## src/rtl/ssd_scan.sv

```systemverilog
// ssd_scan - time-multiplexed scan controller for a four-digit common-anode
// seven-segment display.
//
// Steps through the four digits, DIV clock cycles per digit, driving one
// active-low anode at a time together with the matching nibble for an
// external hex-to-segment decoder. Supports a per-digit enable mask,
// leading-zero blanking, per-digit decimal points, a dead-time gap at the
// start of every slot, and value updates that only take effect on a frame
// boundary so a frame never shows a mix of old and new digits.
//
// Parameters:
//   DIV        clock cycles per digit slot (>= 2)
//   BLANK      cycles at the start of each slot with all anodes off (< DIV)
//
// Ports:
//   clk        system clock, rising edge
//   rst_n      synchronous active-low reset
//   value      16-bit display value, nibble k -> digit k (digit 0 rightmost)
//   load       one-cycle strobe capturing value/dp_in/en_in/lzb
//   dp_in      decimal point request per digit (1 = lit)
//   en_in      digit enable mask (1 = digit may light)
//   lzb        leading-zero blanking enable
//   anode      active-low anode enables, at most one low
//   number     nibble of the currently scanned digit
//   dp         active-low decimal point segment
//   frame_done one-cycle pulse in the cycle after digit 3's slot ends

module ssd_scan #(
  parameter int DIV   = 50000,
  parameter int BLANK = 500
) (
  input  logic        clk,
  input  logic        rst_n,
  input  logic [15:0] value,
  input  logic        load,
  input  logic [3:0]  dp_in,
  input  logic [3:0]  en_in,
  input  logic        lzb,
  output logic [3:0]  anode,
  output logic [3:0]  number,
  output logic        dp,
  output logic        frame_done
);

  localparam int PCW = $clog2(DIV);
  localparam logic [PCW-1:0] PC_LAST  = PCW'(DIV - 1);
  localparam logic [PCW-1:0] PC_BLANK = PCW'(BLANK);

  logic [PCW-1:0] pc_q, pc_d;
  logic [1:0]     idx_q, idx_d;

  logic [15:0]    sh_value_q, sh_value_d;
  logic [3:0]     sh_dp_q, sh_dp_d;
  logic [3:0]     sh_en_q, sh_en_d;
  logic           sh_lzb_q, sh_lzb_d;
  logic           pending_q, pending_d;

  logic [15:0]    act_value_q, act_value_d;
  logic [3:0]     act_dp_q, act_dp_d;
  logic [3:0]     act_en_q, act_en_d;
  logic           act_lzb_q, act_lzb_d;

  logic [3:0]     anode_q, anode_d;
  logic [3:0]     number_q, number_d;
  logic           dp_q, dp_d;
  logic           frame_done_q, frame_done_d;

  logic           tick;
  logic           boundary;
  logic [3:0]     lz_blank;
  logic           visible;

  // Next-state logic: prescaler, digit index, shadow/active value handoff,
  // and the registered display outputs derived from the current slot.
  always_comb begin
    tick     = (pc_q == PC_LAST);
    boundary = tick && (idx_q == 2'd3);

    pc_d  = tick ? '0 : pc_q + 1'b1;
    idx_d = tick ? idx_q + 2'd1 : idx_q;

    sh_value_d  = sh_value_q;
    sh_dp_d     = sh_dp_q;
    sh_en_d     = sh_en_q;
    sh_lzb_d    = sh_lzb_q;
    act_value_d = act_value_q;
    act_dp_d    = act_dp_q;
    act_en_d    = act_en_q;
    act_lzb_d   = act_lzb_q;
    pending_d   = pending_q;

    if (load) begin
      sh_value_d = value;
      sh_dp_d    = dp_in;
      sh_en_d    = en_in;
      sh_lzb_d   = lzb;
    end

    // A load landing exactly on the boundary bypasses the shadow so it is
    // shown in the very next frame rather than one frame later.
    if (boundary) begin
      if (load) begin
        act_value_d = value;
        act_dp_d    = dp_in;
        act_en_d    = en_in;
        act_lzb_d   = lzb;
      end else if (pending_q) begin
        act_value_d = sh_value_q;
        act_dp_d    = sh_dp_q;
        act_en_d    = sh_en_q;
        act_lzb_d   = sh_lzb_q;
      end
      pending_d = 1'b0;
    end else if (load) begin
      pending_d = 1'b1;
    end

    // A digit is a leading zero when it and every digit above it are zero;
    // the chain runs from the top down and never reaches digit 0.
    lz_blank[3] = act_lzb_q && (act_value_q[15:12] == 4'h0);
    lz_blank[2] = lz_blank[3] && (act_value_q[11:8] == 4'h0);
    lz_blank[1] = lz_blank[2] && (act_value_q[7:4] == 4'h0);
    lz_blank[0] = 1'b0;

    visible = act_en_q[idx_q] && !lz_blank[idx_q] && (pc_q >= PC_BLANK);

    anode_d = 4'b1111;
    if (visible) begin
      anode_d[idx_q] = 1'b0;
    end
    number_d     = act_value_q[{idx_q, 2'b00} +: 4];
    dp_d         = visible ? ~act_dp_q[idx_q] : 1'b1;
    frame_done_d = boundary;
  end

  // State and output registers with synchronous active-low reset; a load in
  // the reset cycle is simply lost because reset takes priority.
  always_ff @(posedge clk) begin
    if (!rst_n) begin
      pc_q         <= '0;
      idx_q        <= 2'd0;
      sh_value_q   <= 16'h0000;
      sh_dp_q      <= 4'h0;
      sh_en_q      <= 4'h0;
      sh_lzb_q     <= 1'b0;
      pending_q    <= 1'b0;
      act_value_q  <= 16'h0000;
      act_dp_q     <= 4'h0;
      act_en_q     <= 4'h0;
      act_lzb_q    <= 1'b0;
      anode_q      <= 4'b1111;
      number_q     <= 4'h0;
      dp_q         <= 1'b1;
      frame_done_q <= 1'b0;
    end else begin
      pc_q         <= pc_d;
      idx_q        <= idx_d;
      sh_value_q   <= sh_value_d;
      sh_dp_q      <= sh_dp_d;
      sh_en_q      <= sh_en_d;
      sh_lzb_q     <= sh_lzb_d;
      pending_q    <= pending_d;
      act_value_q  <= act_value_d;
      act_dp_q     <= act_dp_d;
      act_en_q     <= act_en_d;
      act_lzb_q    <= act_lzb_d;
      anode_q      <= anode_d;
      number_q     <= number_d;
      dp_q         <= dp_d;
      frame_done_q <= frame_done_d;
    end
  end

  assign anode      = anode_q;
  assign number     = number_q;
  assign dp         = dp_q;
  assign frame_done = frame_done_q;

endmodule
```

## config.mk

```make
export PLATFORM = sky130hd
export DESIGN_NAME = ssd_scan
export DESIGN_NICKNAME = d
export VERILOG_FILES = /design/src/rtl/ssd_scan.sv
export SDC_FILE = /design/constraint.sdc
export NUM_CORES = 1
export LEC_CHECK = 0
export CAP_MARGIN = 30
export CORE_MARGIN = 2
export CORE_UTILIZATION = 45
export CTS_CLUSTER_DIAMETER = 50
export DETAILED_ROUTE_END_ITERATION = 6
export PLACE_DENSITY = 0.66
export SLEW_MARGIN = 0
export SYNTH_ARGS = -nofsm -noshare
export SYNTH_HDL_FRONTEND = slang
export SYNTH_SLANG_ARGS = --single-unit
export TNS_END_PERCENT = 30
```

## constraint.sdc

```tcl
create_clock -name clk -period 3.05 [get_ports clk]
set_input_delay 0.915 -clock clk [delete_from_list [all_inputs] [get_ports clk]]
set_output_delay 0.915 -clock clk [all_outputs]
set_load 0.005 [all_outputs]
```

==> impl_metrics.toml, run 1 <==
[cells_and_area]
drive_gt1_share_pct = 15.16
nets = 372
syn_to_final_growth_pct = 19.92
diodes = 0

[global_routing]
first_global_vias = 2126
grt.total_usage_pct = 14.93
grt_pass1_wl_um = 9708
grt_max_degree = 63
antenna_found_initial = 0
gr-total-overflow = 0

[yosys]
netlist_instances = 304
yosys_warnings = 0
ys_seq_area_share_pct = 46.54
async_flop_share_pct = 0
synth-edff-count = 0
synth_top_area_share_pct = 46.54
synth_area_leaders = "dfxtp_1 (47%), mux2_4 (8.8%), mux2i_1 (7.7%)"
synth_flop_cell = "dfxtp_1"
ys_top_cells_by_count = "dfxtp_1 (79), and2_1 (30), mux2i_1 (26), nor2b_1 (26), mux2_4 (20)"
yosysUniqueCellTypes = 33
ys_ff_latch = 79
syn_area_per_cell_um2 = 11.18
syn_area_um2 = 3398
syn_nets = 338
synth.most_common_cell = "dfxtp_1"
synth_top_area_cell = "dfxtp_1"

[placed_design]
port_buffers = 37
hpwl_um = 3924
gp_congestion = 0.8259

[sta]
rsz0062_at_grt = "false"
relSlewSlack_pct = 61.06
hold_ws_ps = 503.2
max_freq_mhz = 387.2
hold_violations = 0
min_period_ps = 2582
fin_skew_ps = 11.66
finalSetupViolCount = 0
setup_tns_ps = 0
final_max_slew_viol_count = 0
worst_pin_slew_ps = 578.0
min_period_over_period_pct = 84.67

[worst_setup_path]
path_class = "reg -> reg"
worstSetupStartpoint = "pc_q[12]$_SDFF_PP0_"
worstSetupEndpointType = "flop"
rr_startpoint = "pc_q[12]$_SDFF_PP0_"
rrSetupSlack_ps = 470
path_cells = "or4_1 > or4b_1 > nor2_8 > buf_12 > mux2_2"
arrival_ps = 2810
r2r-end = "act_value_q[15]$_SDFFE_PN0P_"
cpMaxStageDelayCell = "or4b_1"
cp-start-kind = "flop"
required_ps = 3280
reg2reg_depth = 5
critPathMaxStageDelay_ps = 690
critPathMaxFanout = 17
endpoint = "act_value_q[15]$_SDFFE_PN0P_"

[clock_tree]
htreeDepth = 3
hold_buffers = 0
clockBufferDepth = 2
post_cts_buffers = 0
clk-insertion-delay-late_ps = 350
cts_made_buffers = 9
cts_tree = "done"
cts-root-buf = "clkbuf_8"
cts_resized = 0
numClockSinks = 79
clk_pin_slew_ps = 80

[detailed_routing]
drc = 0
via_per_inst = 4.878
firstDrtPassIters = 4
vias = 2156
drt_iter0_drc = 86
wl_um = 5677
ant_nets = 0
wl_per_cell_um = 12.84

[die]
io_pins = 38
dieHeight_um = 90.90
core_area_um2 = 7292
rows = 31
fp.dieW_um = 90.90
initial_core_util_pct = 46.60
die-area_um2 = 8263

[power_and_ir_drop]
finalPower_uw = 2066
ir_drop_mv = 0.2812
power_density_nw_per_um2 = 507.0
p_leak_uw = 0.001638

[min_path]
min_path_type = "reg -> reg"
hold_path_depth = 1

[status]
status = "complete, no violations"

[flow_run]
drv_cap = 0
-- layout make-up --
type | instances | area, µm²
tap | 99 | 123.9
clock buffer | 10 | 127.6
clock inverter | 6 | 108.9
multi-input combinational | 201 | 1685
inverter | 6 | 22.52
sequential | 79 | 1582
fill | 654 | 3217
timing repair buffer | 41 | 425.4
-- power breakdown --
part | leakage (µW) | switching (µW) | internal (µW)
logic | 0.000875 | 45.2 | 62.5
registers | 0.000642 | 9.72 | 1050
clock network | 0.000120 | 352 | 542
-- through the flow --
| step | cells | cell area, µm² | util, % | setup WS [ps] |
|---|---|---|---|---|
| finish | 442 | 4075 | 55.89 | 467.6 |
| CTS | 442 | 4075 | 55.89 | 450.7 |
| global route | 442 | 4075 | 55.89 | 357.5 |
| global placement | 426 | 3839 | 52.64 | 485.9 |
| floorplan | 304 | 3398 | - | 654.2 |
| detailed placement | 426 | 3839 | 52.64 | 486.0 |
-- critical path, delay by kind of cell (launching register included) --
family / cells / cell delay (ps)
flops: 1 / 340
mux: 1 / 350
simple gates: 3 / 1550
buf+inv: 1 / 220
-- registers in the layout (all words and copies together) (netlist names) --
signal,count
act_value_q,16
pc_q,16
sh_value_q,16
act_dp_q,4
act_en_q,4
anode,4
number,4
sh_dp_q,4
sh_en_q,4
idx_q,2
act_lzb_q,1
dp,1
frame_done,1
pending_q,1
sh_lzb_q,1
-- per-layer routing --
metal / GRT usage (%) / share of wire, %
met5: 0 / 0
met4: 7.197 / 2.0
met3: 4.758 / 4.0
met2: 24.19 / 48
met1: 17.95 / 46
-- logic make-up (layout without fill, tap and decap cells) --
kind of cell	after synthesis	count (layout)	share of synthesized area (%)
simple gates	115	115	20.14
flops	79	79	46.54
mux	58	58	22.13
buf+inv	24	63	3.866
xor+xnor	15	15	3.866
compound gates	7	7	1.252
fa+ha+maj	6	6	2.209
-- placed cells by master, fill, tap and decap left out, types with 2 or more instances in the layout --
cell	netlist	routed
nor2b_1	26	26
nor4_1	6	6
buf_4	0	2
or4_1	3	3
xnor2_1	8	8
nor2_1	16	16
inv_1	6	6
o211ai_1	2	2
ha_1	6	6
and3_1	3	3
clkinv_2	0	2
nand4_1	6	6
and4_1	2	2
mux2i_1	26	26
clkdlybuf4s50_1	0	37
mux2_4	20	20
dfxtp_1	79	79
xor2_1	7	7
mux2_2	7	7
a21oi_1	2	2
and2_1	30	30
nand3_1	12	12
clkbuf_8	0	9
bufinv_16	0	3
o21ai_0	2	2
mux4_2	5	5
nand2_1	5	5
buf_12	2	2
-- worst min-delay path by stage --
stage                                  start                  to
after detailed placement  pc_q[0]$_SDFF_PP0_  pc_q[0]$_SDFF_PP0_
final                     pc_q[0]$_SDFF_PP0_  pc_q[0]$_SDFF_PP0_
after floorplan           pc_q[0]$_SDFF_PP0_  pc_q[0]$_SDFF_PP0_
after CTS                 pc_q[0]$_SDFF_PP0_  pc_q[0]$_SDFF_PP0_
after global routing      pc_q[0]$_SDFF_PP0_  pc_q[0]$_SDFF_PP0_
after global placement    pc_q[0]$_SDFF_PP0_  pc_q[0]$_SDFF_PP0_
Note: power is estimated with default switching activity, not from simulation.
==> run 2: changes to the inputs <==
PLACE_DENSITY = 0.69   (was 0.66)
clock period = 2.25 ns   (was 3.05 ns; I/O delays follow)
==> run 2 against run 1 <==
Against the previous run:
- first-iteration DRC count decreased by 7.0%
- setup slack got worse by 400 ps
- utilization increased by 1.6 points
- cell count increased by 4.5%
- non-clock buffer count increased by 20
- critical path type unchanged
- via count increased by 4.7%
==> impl_metrics.toml, run 2 (synthesis results as in run 1) <==
[clock_tree]
hold_buffers = 0
numClockSinks = 79
clk-insertion-delay-late_ps = 350
cts_tree = "done"
cts-root-buf = "clkbuf_8"
clk_pin_slew_ps = 90
clockBufferDepth = 2
htreeDepth = 3
cts_made_buffers = 9

[die]
initial_core_util_pct = 46.60
die-area_um2 = 8263
fp.dieW_um = 90.90
core_area_um2 = 7292
dieHeight_um = 90.90
rows = 31
io_pins = 38

[cells_and_area]
fillers = 646
final_common_cell = "dfxtp_1"
syn_to_final_growth_pct = 23.31
diodes = 0
reg_top3 = "act_value_q x16, pc_q x16, sh_value_q x16"
final_core_util_pct = 57.46
nets = 392
final_cell_mix = "dfxtp_1 (79), clkdlybuf4s50_1 (37), and2_1 (30), mux2i_1 (26), nor2b_1 (26)"
drive_gt1_share_pct = 20.11

[power_and_ir_drop]
p_leak_uw = 0.001713
ir_drop_mv = 0.3130
clockPowerShare_pct = 37.2
p_comb_share_pct = 6.2
power_density_nw_per_um2 = 607.8
seqPwrFrac_pct = 56.5
power.internal_uw = 1981
netSwitchingFraction_pct = 22.24
finalPower_uw = 2547
p_switching_uw = 566.4

[detailed_routing]
ant_nets = 0
vias = 2258
drc = 0
wl_per_cell_um = 13.75
firstDrtPassIters = 4
via_per_inst = 4.887
wl_um = 6351
drt_iter0_drc = 80

[global_routing]
antenna_found_initial = 0
first_global_vias = 2278
grt_max_degree = 22
gr-total-overflow = 0
grt_pass1_wl_um = 10740
grt.total_usage_pct = 16.19

[worst_setup_path]
rr_startpoint = "pc_q[12]$_SDFF_PP0_"
critPathTopFamily = "simple AND/OR/NAND/NOR gates"
critPathBufInv = 1
critPathMaxStageDelay_ps = 540
worstSetupEndpointType = "flop"
worstSetupStartpoint = "pc_q[12]$_SDFF_PP0_"
path_cells = "or4_4 > or4b_4 > nor2_8 > buf_12 > mux2_2"
r2r-end = "act_dp_q[3]$_SDFFE_PN0P_"
critPathMaxFanout = 9
rrSetupSlack_ps = 70
required_ps = 2480
cp-start-kind = "flop"
path_class = "reg -> reg"
reg2reg_depth = 5
cpMaxStageDelayCell = "or4b_4"
arrival_ps = 2410

[sta]
hold_violations = 0
min_period_ps = 2185
finalSetupViolCount = 0
setup_tns_ps = 0
rsz0062_at_grt = "false"
max_freq_mhz = 457.7
relSlewSlack_pct = 62.65
fin_skew_ps = 13.78
post-route-worst-setup-slack_ps = 65.12
final_max_slew_viol_count = 0
worst_pin_slew_ps = 554.4
min_period_over_period_pct = 97.11

[status]
status = "complete, no violations"

[min_path]
hold_path_depth = 2
hold_start = "sh_dp_q[1]$_SDFFE_PN0P_"
min_path_type = "reg -> reg"
holdPathEnd = "sh_dp_q[1]$_SDFFE_PN0P_"

[placed_design]
port_buffers = 37
hpwl_um = 4592
gp_congestion = 0.7940
dpl_worst_slack_ps = -35.55

[flow_run]
drv_cap = 0
## run 2: metal layers
metal	global-route usage, %	routed length [µm]	part of all wire, %	up-vias
li1	-	-	-	1149
met5	0	0	0	-
met4	6.818	88	1.4	0
met3	4.090	215	3.4	7
met2	25.87	3054	48	40
met1	20.85	2992	47	1062
## run 2: through the flow
stage	instance area (µm²)	hold WS (ps)	cells
2_1_floorplan	3398	449.5	304
3_3_place_gp	3981	514.9	445
3_5_place_dp	3981	517.9	445
4_1_cts	4161	529.9	461
5_1_grt	4190	540.7	462
6_report	4190	525.3	462
## run 2: worst max-delay path by stage
| stage | to | slack (ps) | depth (start not counted) |
|---|---|---|---|
| after detailed placement | act_lzb_q$_SDFFE_PN0P_ | -40 | 5 |
| final | act_dp_q[3]$_SDFFE_PN0P_ | 70 | 5 |
| after floorplan | act_dp_q[0]$_SDFFE_PN0P_ | 10 | 8 |
| after CTS | act_lzb_q$_SDFFE_PN0P_ | 2 | 5 |
| after global routing | act_lzb_q$_SDFFE_PN0P_ | 20 | 5 |
| after global placement | act_value_q[5]$_SDFFE_PN0P_ | -4 | 5 |
## run 2: tightest hold or removal path, delay by kind of cell, from the launching register on
| family | cells | cell delay, ps |
|---|---|---|
| DFF | 1 | 300 |
| muxes | 1 | 110 |
| and+or+nand+nor | 1 | 70 |
## run 2: layout make-up
type,count,area [µm²],area share [%]
inverter,6,22.52,0.5375
tap,99,123.9,2.956
clock inverter,3,17.52,0.4180
clock buffer,13,158.9,3.792
multi-input combinational,201,1693,40.40
sequential,79,1582,37.74
timing repair buffer,61,593.1,14.15
## run 2: timing repair
action                                  4_1_cts  5_1_grt
gates resized for setup                       1        1
pin swaps                                     0        1
buffers inserted                              0        0
endpoints found under the setup margin       20       14
cloned                                        0        1
## run 2: power by group through the flow
stage                     registers, µW  logic, µW  clock network (µW)
after floorplan                    1470       80.2                   0
after global placement             1470        158                   0
after detailed placement           1470        161                   0
after CTS                          1440        161                 979
after global routing               1440        176                1030
final                              1440        158                 948
==> run 3: changes to the inputs <==
TNS_END_PERCENT = not set   (was 30)
==> results of run 3 <==
The final DEF is identical to that of run 2; final timing and power are the same.
